File: src/rtl/jtpopeye_objdma.sv
// Copies one 256-byte page of CPU work RAM into the object buffer during vertical blank.
// Define JTPOPEYE_OBJDMA_DBLBUF_EN for a double-buffered object buffer (bank flips after each complete copy).
module jtpopeye_objdma (
    input  logic       clk,
    input  logic       rst_n,
    input  logic       pxl2_cen,
    input  logic       VB,
    input  logic       dma_req,
    input  logic [1:0] src_page,
    input  logic       busak_n,
    output logic       busrq_n,
    output logic [9:0] ram_addr,
    input  logic [7:0] ram_din,
    output logic [8:0] obj_addr,
    output logic [7:0] obj_dout,
    output logic       obj_we,
    output logic       busy,
    output logic       obj_bank,
    output logic       overrun
);
    localparam int unsigned IDX_W  = 8;
    localparam int unsigned PAGE_W = 2;

    typedef enum logic [2:0] {IDLE, ARM, REQ, COPY, FLUSH, RELEASE} state_t;

    state_t              state, state_nxt;
    logic [IDX_W-1:0]    idx;
    logic [IDX_W-1:0]    idx_prev;
    logic [PAGE_W-1:0]   page, pend_page;
    logic                pending;
    logic                vb_last;
    logic                wr_bank;
    logic                accept_c, issue_c, write_c, abort_c, done_c;

    assign idx_prev = idx - IDX_W'(1);

`ifdef JTPOPEYE_OBJDMA_DBLBUF_EN
    assign wr_bank = ~obj_bank;
`else
    assign wr_bank = 1'b0;
`endif

    always_ff @(posedge clk or negedge rst_n) begin
        if (!rst_n)        state <= IDLE;
        else if (pxl2_cen) state <= state_nxt;
    end

    // Next state and per-cen control strobes; the read pipeline writes idx-1 while issuing idx
    always_comb begin
        state_nxt = state;
        accept_c  = 1'b0;
        issue_c   = 1'b0;
        write_c   = 1'b0;
        abort_c   = 1'b0;
        done_c    = 1'b0;
        case (state)
            IDLE: if (dma_req) begin
                accept_c  = 1'b1;
                state_nxt = ARM;
            end
            ARM: if (VB && !vb_last) state_nxt = REQ;
            REQ: begin
                if (!VB) begin
                    abort_c   = 1'b1;
                    state_nxt = RELEASE;
                end else if (!busak_n) begin
                    state_nxt = COPY;
                end
            end
            COPY: begin
                if (!VB) begin
                    abort_c   = 1'b1;
                    state_nxt = RELEASE;
                end else if (!busak_n) begin
                    issue_c = 1'b1;
                    write_c = (idx != '0);
                    if (idx == '1) state_nxt = FLUSH;
                end
            end
            FLUSH: begin
                write_c   = 1'b1;
                done_c    = 1'b1;
                state_nxt = RELEASE;
            end
            RELEASE: begin
                if (pending || dma_req) begin
                    accept_c  = 1'b1;
                    state_nxt = ARM;
                end else begin
                    state_nxt = IDLE;
                end
            end
            default: state_nxt = IDLE;
        endcase
    end

    // Datapath and registered outputs; obj_we is the only output allowed to drop between cens
    always_ff @(posedge clk or negedge rst_n) begin
        if (!rst_n) begin
            idx       <= '0;
            page      <= '0;
            pend_page <= '0;
            pending   <= 1'b0;
            vb_last   <= 1'b0;
            busrq_n   <= 1'b1;
            ram_addr  <= '0;
            obj_addr  <= '0;
            obj_dout  <= '0;
            obj_we    <= 1'b0;
            busy      <= 1'b0;
            obj_bank  <= 1'b0;
            overrun   <= 1'b0;
        end else begin
            obj_we <= 1'b0;
            if (pxl2_cen) begin
                vb_last <= VB;
                busrq_n <= !(state_nxt inside {REQ, COPY, FLUSH});
                busy    <= (state_nxt != IDLE);

                if (accept_c) begin
                    page    <= dma_req ? src_page : pend_page;
                    idx     <= '0;
                    overrun <= 1'b0;
                    pending <= 1'b0;
                end else if (dma_req) begin
                    pending   <= 1'b1;
                    pend_page <= src_page;
                end

                if (abort_c) overrun <= 1'b1;

                if (issue_c) begin
                    ram_addr <= {page, idx};
                    idx      <= idx + IDX_W'(1);
                end

                if (write_c) begin
                    obj_addr <= {wr_bank, idx_prev};
                    obj_dout <= ram_din;
                    obj_we   <= 1'b1;
                end

`ifdef JTPOPEYE_OBJDMA_DBLBUF_EN
                if (done_c) obj_bank <= ~obj_bank;
`else
                obj_bank <= 1'b0;
`endif
            end
        end
    end

endmodule

File: config.mk
export PLATFORM = sky130hd
export DESIGN_NAME = jtpopeye_objdma
export DESIGN_NICKNAME = d
export VERILOG_FILES = /design/src/rtl/jtpopeye_objdma.sv
export SDC_FILE = /design/constraint.sdc
export NUM_CORES = 1
export LEC_CHECK = 0
export ABC_AREA = 1
export CAP_MARGIN = 30
export CORE_ASPECT_RATIO = 0.6
export CORE_MARGIN = 8
export CORE_UTILIZATION = 47
export CTS_CLUSTER_DIAMETER = 200
export CTS_CLUSTER_SIZE = 24
export DETAILED_ROUTE_END_ITERATION = 8
export HOLD_SLACK_MARGIN = 0.06
export PLACE_DENSITY = 0.85
export SLEW_MARGIN = 40
export SYNTH_ARGS = -nofsm -noshare
export SYNTH_HDL_FRONTEND = slang
export SYNTH_SLANG_ARGS = --single-unit
File: constraint.sdc
create_clock -name clk -period 1.7 [get_ports clk]
set_input_delay 0.17 -clock clk [delete_from_list [all_inputs] [get_ports clk]]
set_output_delay 0.17 -clock clk [all_outputs]
set_load 0.01 [all_outputs]
==> results of run 1 <==
## Yosys cell counts
master / number
a21oi_1: 11
nand2_1: 74
buf_6: 3
o21ai_2: 7
a22o_1: 1
buf_4: 2
o21ai_1: 16
conb_1: 1
nand4_1: 5
ha_1: 3
xor2_1: 8
xnor2_1: 1
inv_2: 6
dfstp_2: 1
inv_1: 20
nand3_1: 14
o21a_1: 1
nand3_4: 1
dfrtp_1: 46
nor2_4: 1
clkbuf_2: 2
o21bai_2: 1
o22ai_1: 1
nor3_1: 2
nor2_1: 25
buf_2: 4
nand2_2: 9
o21ai_0: 10
## final cells by class
cell class              instances  area share
clock buffers                   6      0.0265
inverters                      26      0.0313
well taps                      63      0.0253
multi-input cells             193       0.315
repair buffers                 70       0.212
clock inverters                 2      0.0124
flip-flops and latches         47       0.378
## how the worst min path moves through the flow
stage	start	endpoint	slack, ps	cells past startpoint
2_1_floorplan	rst_n	busy$_DFFE_PN0P_	-130	0
3_3_place_gp	rst_n	busy$_DFFE_PN0P_	150	1
3_5_place_dp	rst_n	busy$_DFFE_PN0P_	150	1
4_1_cts	rst_n	busy$_DFFE_PN0P_	350	2
5_1_grt	ram_din[7]	obj_dout[7]$_DFFE_PN0P_	390	3
6_report	rst_n	busy$_DFFE_PN0P_	340	2
## power groups by stage
stage | clock network [mW] | registers, mW | logic [mW]
after global routing | 0.949 | 1.78 | 2.13
after CTS | 0.886 | 1.73 | 1.94
after global placement | 0 | 1.73 | 1.86
after floorplan | 0 | 1.86 | 0.859
after detailed placement | 0 | 1.74 | 1.92
final | 0.880 | 1.73 | 1.95
## sequential cells by signal, summed over array words and instances, names as in the netlist
register and cells:
busrq_n 1, vb_last 1, state 3, obj_addr 8, pending 1, obj_dout 8
obj_we 1, idx 8, pend_page 2, busy 1, ram_addr 10, overrun 1
page 2
## stage by stage
step / area (sq um) / util / TNS [ps]
finish: 3120 / 0.669 / 0
global placement: 2970 / 0.637 / 0
global route: 3120 / 0.669 / -11.5
floorplan: 2330 / - / 0
detailed placement: 2970 / 0.637 / 0
CTS: 3100 / 0.665 / 0
## layer usage
layer	vias up	GRT usage	share of wire
met4	0	0.0419	0.0076
met2	96	0.250	0.45
met1	979	0.226	0.45
met5	-	0	0
met3	6	0.0504	0.094
li1	1014	-	-
## cell families (layout without fill, tap and decap cells)
| family | Yosys count | in the layout | synth area share |
|---|---|---|---|
| simple gates | 131 | 131 | 0.245 |
| compound gates | 48 | 48 | 0.121 |
| flops | 47 | 47 | 0.507 |
| buf+inv | 37 | 104 | 0.0760 |
| xor+xnor | 9 | 9 | 0.0339 |
| fa+ha+maj | 3 | 3 | 0.0162 |
| other cells | 1 | 2 | 0.00161 |
## critical path, stage by stage (launching register included)
cell	delay (ps)
dfrtp_1	450
inv_1	130
buf_4	150
ha_1	170
nand3_1	140
nor2_1	170
xor2_1	230
o21ai_2	80
## timing repair
item	4_1_cts	5_1_grt
resized for setup	0	2
endpoints found under the hold margin	18	0
buffers inserted	0	1
setup endpoints to repair	0	15
hold buffers	1	0
==> metrics.yaml, run 1 <==
sta:
  holdWs_ps: 338
  period_share: 0.955
  fmax_mhz: 616
  final_hold_viol_count: 0
  fin_ws_ps: 76.3
  final.setup_skew_ps: 6.32
  finalSetupViolCount: 0
  drv_slew: 0
  finalCriticalPeriod_ps: 1620
pwr:
  intPower_mw: 2.94
  power.share.clock: 0.193
  pwr-share-comb: 0.427
  leakage_nw: 1.52
  powerDensity_nw_per_um2: 1460
  peakVddDrop_mv: 0.597
  power.switching_mw: 1.62
  switching_share: 0.356
  p_total_mw: 4.56
  pwr-share-seq: 0.380
run_status:
  status: "completed"
layout:
  drive_above_1_share: 0.174
  diodes: 0
  multi_input_area_sq_um: 982
  fillers: 360
  finalNonFillerCells: 407
  layout_common_cells: "nand2_1, dfrtp_1, clkdlybuf4s50_1"
  regArea_sq_um: 1180
  layout_commonest_cell: "nand2_1"
  nets: 362
  syn_to_final_growth_pct: 34.3
drt:
  drt_wl_total_um: 6070
  drtIter0Drc: 193
  ant_nets: 0
  drc: 0
  wl_per_cell_um: 14.9
  vias_per_cell: 5.15
  dr.pass1.iters: 5
  vias: 2095
worst_setup_path:
  endpoint_kind: "flip-flop"
  start_kind: "flip-flop"
  critical_path_class: "reg2reg"
  cp_data_arrival_time_ps: 1820
  critPathCapture: "obj_addr[6]$_DFFE_PN0P_"
  r2r-start: "idx[1]$_DFFE_PN0P_"
  critPathLaunch: "idx[1]$_DFFE_PN0P_"
  cp_max_fo: 5
  r2r-end: "obj_addr[6]$_DFFE_PN0P_"
  reg2reg_slack_ps: 80
  required_ps: 1890
  r2r_cells: 7
logic_synthesis:
  yosysUniqueCellTypes: 28
  yosysWarnings: 0
  synthCells: 276
  yosysTopAreaCell: "dfrtp_1"
  avgSynthCellArea_sq_um: 8.41
  synthTopCellsByArea: "dfrtp_1, nand2_1, nor2_1, o21ai_1, inv_1"
  syn_area_sq_um: 2320
  synth_top_area_frac: 0.496
  seq_area_frac_synth: 0.507
  ys_ff_latch: 47
floorplanning:
  num_io_pins: 48
  core_area_sq_um: 4660
  initial_utilization: 0.498
  die_x_um: 107
  die_height_um: 70.5
  rows: 19
  fp.dieArea_sq_um: 7520
placement:
  place_ws_ps: 17.1
  dp.cells: 397
  gp_congestion: 0.952
  portBuffers: 45
  dp_hpwl_um: 4630
clock_network:
  cts_root_buf: "clkbuf_8"
  cts_max_level: 2
  clkSinkCount: 47
  tritoncts: "yes"
  cts_buffers: 5
  clk_latency_ps: 300
  clk_pin_slew_ps: 90
  clockBufferDepth: 2
global_route:
  grt.overflow.total: 0
  antenna_found_initial: 0
  track_usage: 0.166
  grt_pass1_wl_um: 10000
  grt_max_degree: 29
  grt_pass1_vias: 1999
run:
  drv_cap: 0
hold_path:
  worstHoldPathType: "in2async"
(Power assumes the default switching activity.)
==> run 2: changes to the inputs <==
SLEW_MARGIN = 25   (was 40)
==> results of run 2 <==
No change in the layout: final DEF, timing and power equal those of run 1.
==> run 3: changes to the inputs <==
ABC_AREA = unset   (was 1)
CORE_ASPECT_RATIO = unset   (was 0.6)
PLACE_DENSITY = 0.86   (was 0.85)
==> metrics.yaml, run 3 <==
run_status:
  status: "finished, violations left"
  violations: "negative setup slack"
global_route:
  grt.overflow.total: 0
  antenna_found_initial: 0
  grt_pass1_vias: 1832
  track_usage: 0.148
  grt_pass1_wl_um: 8700
  grt_max_degree: 48
pwr:
  leakage_nw: 1.39
  powerDensity_nw_per_um2: 1280
  peakVddDrop_mv: 0.612
layout:
  final_util: 0.650
  fillers: 358
  layout_commonest_cell: "dfrtp_1"
  multi_input_area_sq_um: 1000
  nets: 299
  drive_above_1_share: 0.232
  regMostFlops: "ram_addr"
  largest_reg_flops: 10
  regArea_sq_um: 1180
  finalNonFillerCells: 334
  diodes: 0
  syn_to_final_growth_pct: 33.8
  layout_common_cells: "dfrtp_1, clkdlybuf4s50_1, nand2_1"
clock_network:
  tritoncts: "yes"
  clk_latency_ps: 300
  clkSinkCount: 47
  clockBufferDepth: 2
  cts_buffers: 5
  clk_pin_slew_ps: 80
  cts_max_level: 2
  cts_root_buf: "clkbuf_8"
run:
  drv_cap: 0
sta:
  drv_slew: 0
  final.setup_skew_ps: 4.09
  finalCriticalPeriod_ps: 1980
  rsz0062_at_grt: "yes"
  fmax_mhz: 505
  fin_ws_ps: -279
  final_hold_viol_count: 0
  worstMarginPinSlew_ps: 573
  slew_headroom: 0.618
  finalSetupViolCount: 19
  period_share: 1.16
logic_synthesis:
  yosysWarnings: 0
  yosysUniqueCellTypes: 44
  netlist_top_cells_count: "dfrtp_1, nand2_1, nor2_1"
  synthCells: 216
  synth_ff_type: "dfrtp_1"
  yosysTopAreaCell: "dfrtp_1"
  async_flop_share: 1.00
  synth_edf_count: 0
  avgSynthCellArea_sq_um: 10.5
  synthMostInstantiatedCell: "dfrtp_1"
  ys_ff_latch: 47
  syn_area_sq_um: 2280
  synth_top_area_frac: 0.505
  seq_area_frac_synth: 0.517
  synthTopCellsByArea: "dfrtp_1, nand2_1, mux2_2, mux2_4, xnor2_1"
worst_setup_path:
  cp_data_arrival_time_ps: 2170
  cp_max_fo: 17
  critical_path_class: "reg2reg"
  endpoint_kind: "flip-flop"
  required_ps: 1890
  start_kind: "flip-flop"
drt:
  drt_wl_total_um: 5090
  dr.pass1.iters: 4
  ant_nets: 0
  vias: 1747
  wl_per_cell_um: 15.2
  drc: 0
  vias_per_cell: 5.23
  drtIter0Drc: 146
placement:
  gp_congestion: 0.862
  dp_hpwl_um: 3750
  portBuffers: 45
  dp.cells: 325
hold_path:
  worstHoldPathType: "in2async"
floorplanning:
  fp.dieArea_sq_um: 7330
  num_io_pins: 48
  core_area_sq_um: 4690
  die_height_um: 85.6
  initial_utilization: 0.486
  rows: 25
  die_x_um: 85.6
[run 3: power breakdown]
| part | internal [mW] | total [mW] | switching, mW | leakage [nW] |
|---|---|---|---|---|
| registers | 1.43 | 1.61 | 0.173 | 0.578 |
| clock network | 0.431 | 0.779 | 0.348 | 0.0513 |
| logic | 0.883 | 1.50 | 0.621 | 0.759 |
| total | 2.75 | 3.89 | 1.14 | 1.39 |
[run 3: cell type report]
class / instances / area share
Multi-Input combinational cell: 144 / 0.328
Clock buffer: 6 / 0.0238
Clock inverter: 1 / 0.00985
Timing Repair Buffer: 72 / 0.218
Tap cell: 54 / 0.0222
Inverter: 10 / 0.0123
Sequential cell: 47 / 0.386
[run 3: cells by family (layout without fill, tap and decap cells)]
family,Yosys count,after routing,share of synthesized area
flip-flops,47,47,0.517
multiplexers,22,22,0.120
buffers and inverters,26,89,0.0599
other,1,2,0.00165
adder cells (fa/ha/maj),3,3,0.0165
XOR/XNOR,12,12,0.0461
AO/OA/AOI/OAI,27,27,0.0796
AND/OR/NAND/NOR,78,78,0.159
[run 3: through the flow]
stage	power, mW	cell area (sq um)	setup slack, ps	TNS, ps	hold slack, ps
6_report	3.89	3050	-279	-4070	480
5_1_grt	4.13	3050	-330	-4940	479
4_1_cts	3.92	3030	-287	-4010	478
3_5_place_dp	3.11	2900	-273	-4210	296
3_3_place_gp	3.05	2900	-214	-3170	287
2_1_floorplan	2.37	2300	-385	-5390	-126
[run 3: final timing paths]
kind	start	endpoint	slack, ps	cells after the start
worst max register to register	idx[2]$_DFFE_PN0P_	obj_dout[7]$_DFFE_PN0P_	-280	6
worst min register to register	page[0]$_DFFE_PN0P_	ram_addr[8]$_DFFE_PN0P_	480	2
worst max-delay path	idx[2]$_DFFE_PN0P_	obj_dout[7]$_DFFE_PN0P_	-280	6
worst min-delay path	rst_n	ram_addr[3]$_DFFE_PN0P_	480	3
max in group asynchronous	rst_n	busrq_n$_DFFE_PN1P_	830	3
min in group clk	page[0]$_DFFE_PN0P_	ram_addr[8]$_DFFE_PN0P_	480	2
[run 3: what timing repair did]
| item | CTS | global route |
|---|---|---|
| hold buffers | 1 | 0 |
| hold endpoints to repair | 46 | 0 |
| setup buffers | 1 | 0 |
| gates resized for setup | 1 | 5 |
| pin swaps | 0 | 0 |
| setup endpoints to repair | 19 | 24 |
[run 3: layer usage]
metal  track usage  wire length [um]
met5             0                 0
met4        0.0732               112
met1         0.179              2130
met2         0.233              2520
met3        0.0439               322
[run 3: critical path, cell delays in order (launching register included)]
cell,delay [ps]
dfrtp_1,400
or4_4,570
nor2_4,110
a31oi_2,110
o21ai_4,160
buf_12,180
mux2_2,340
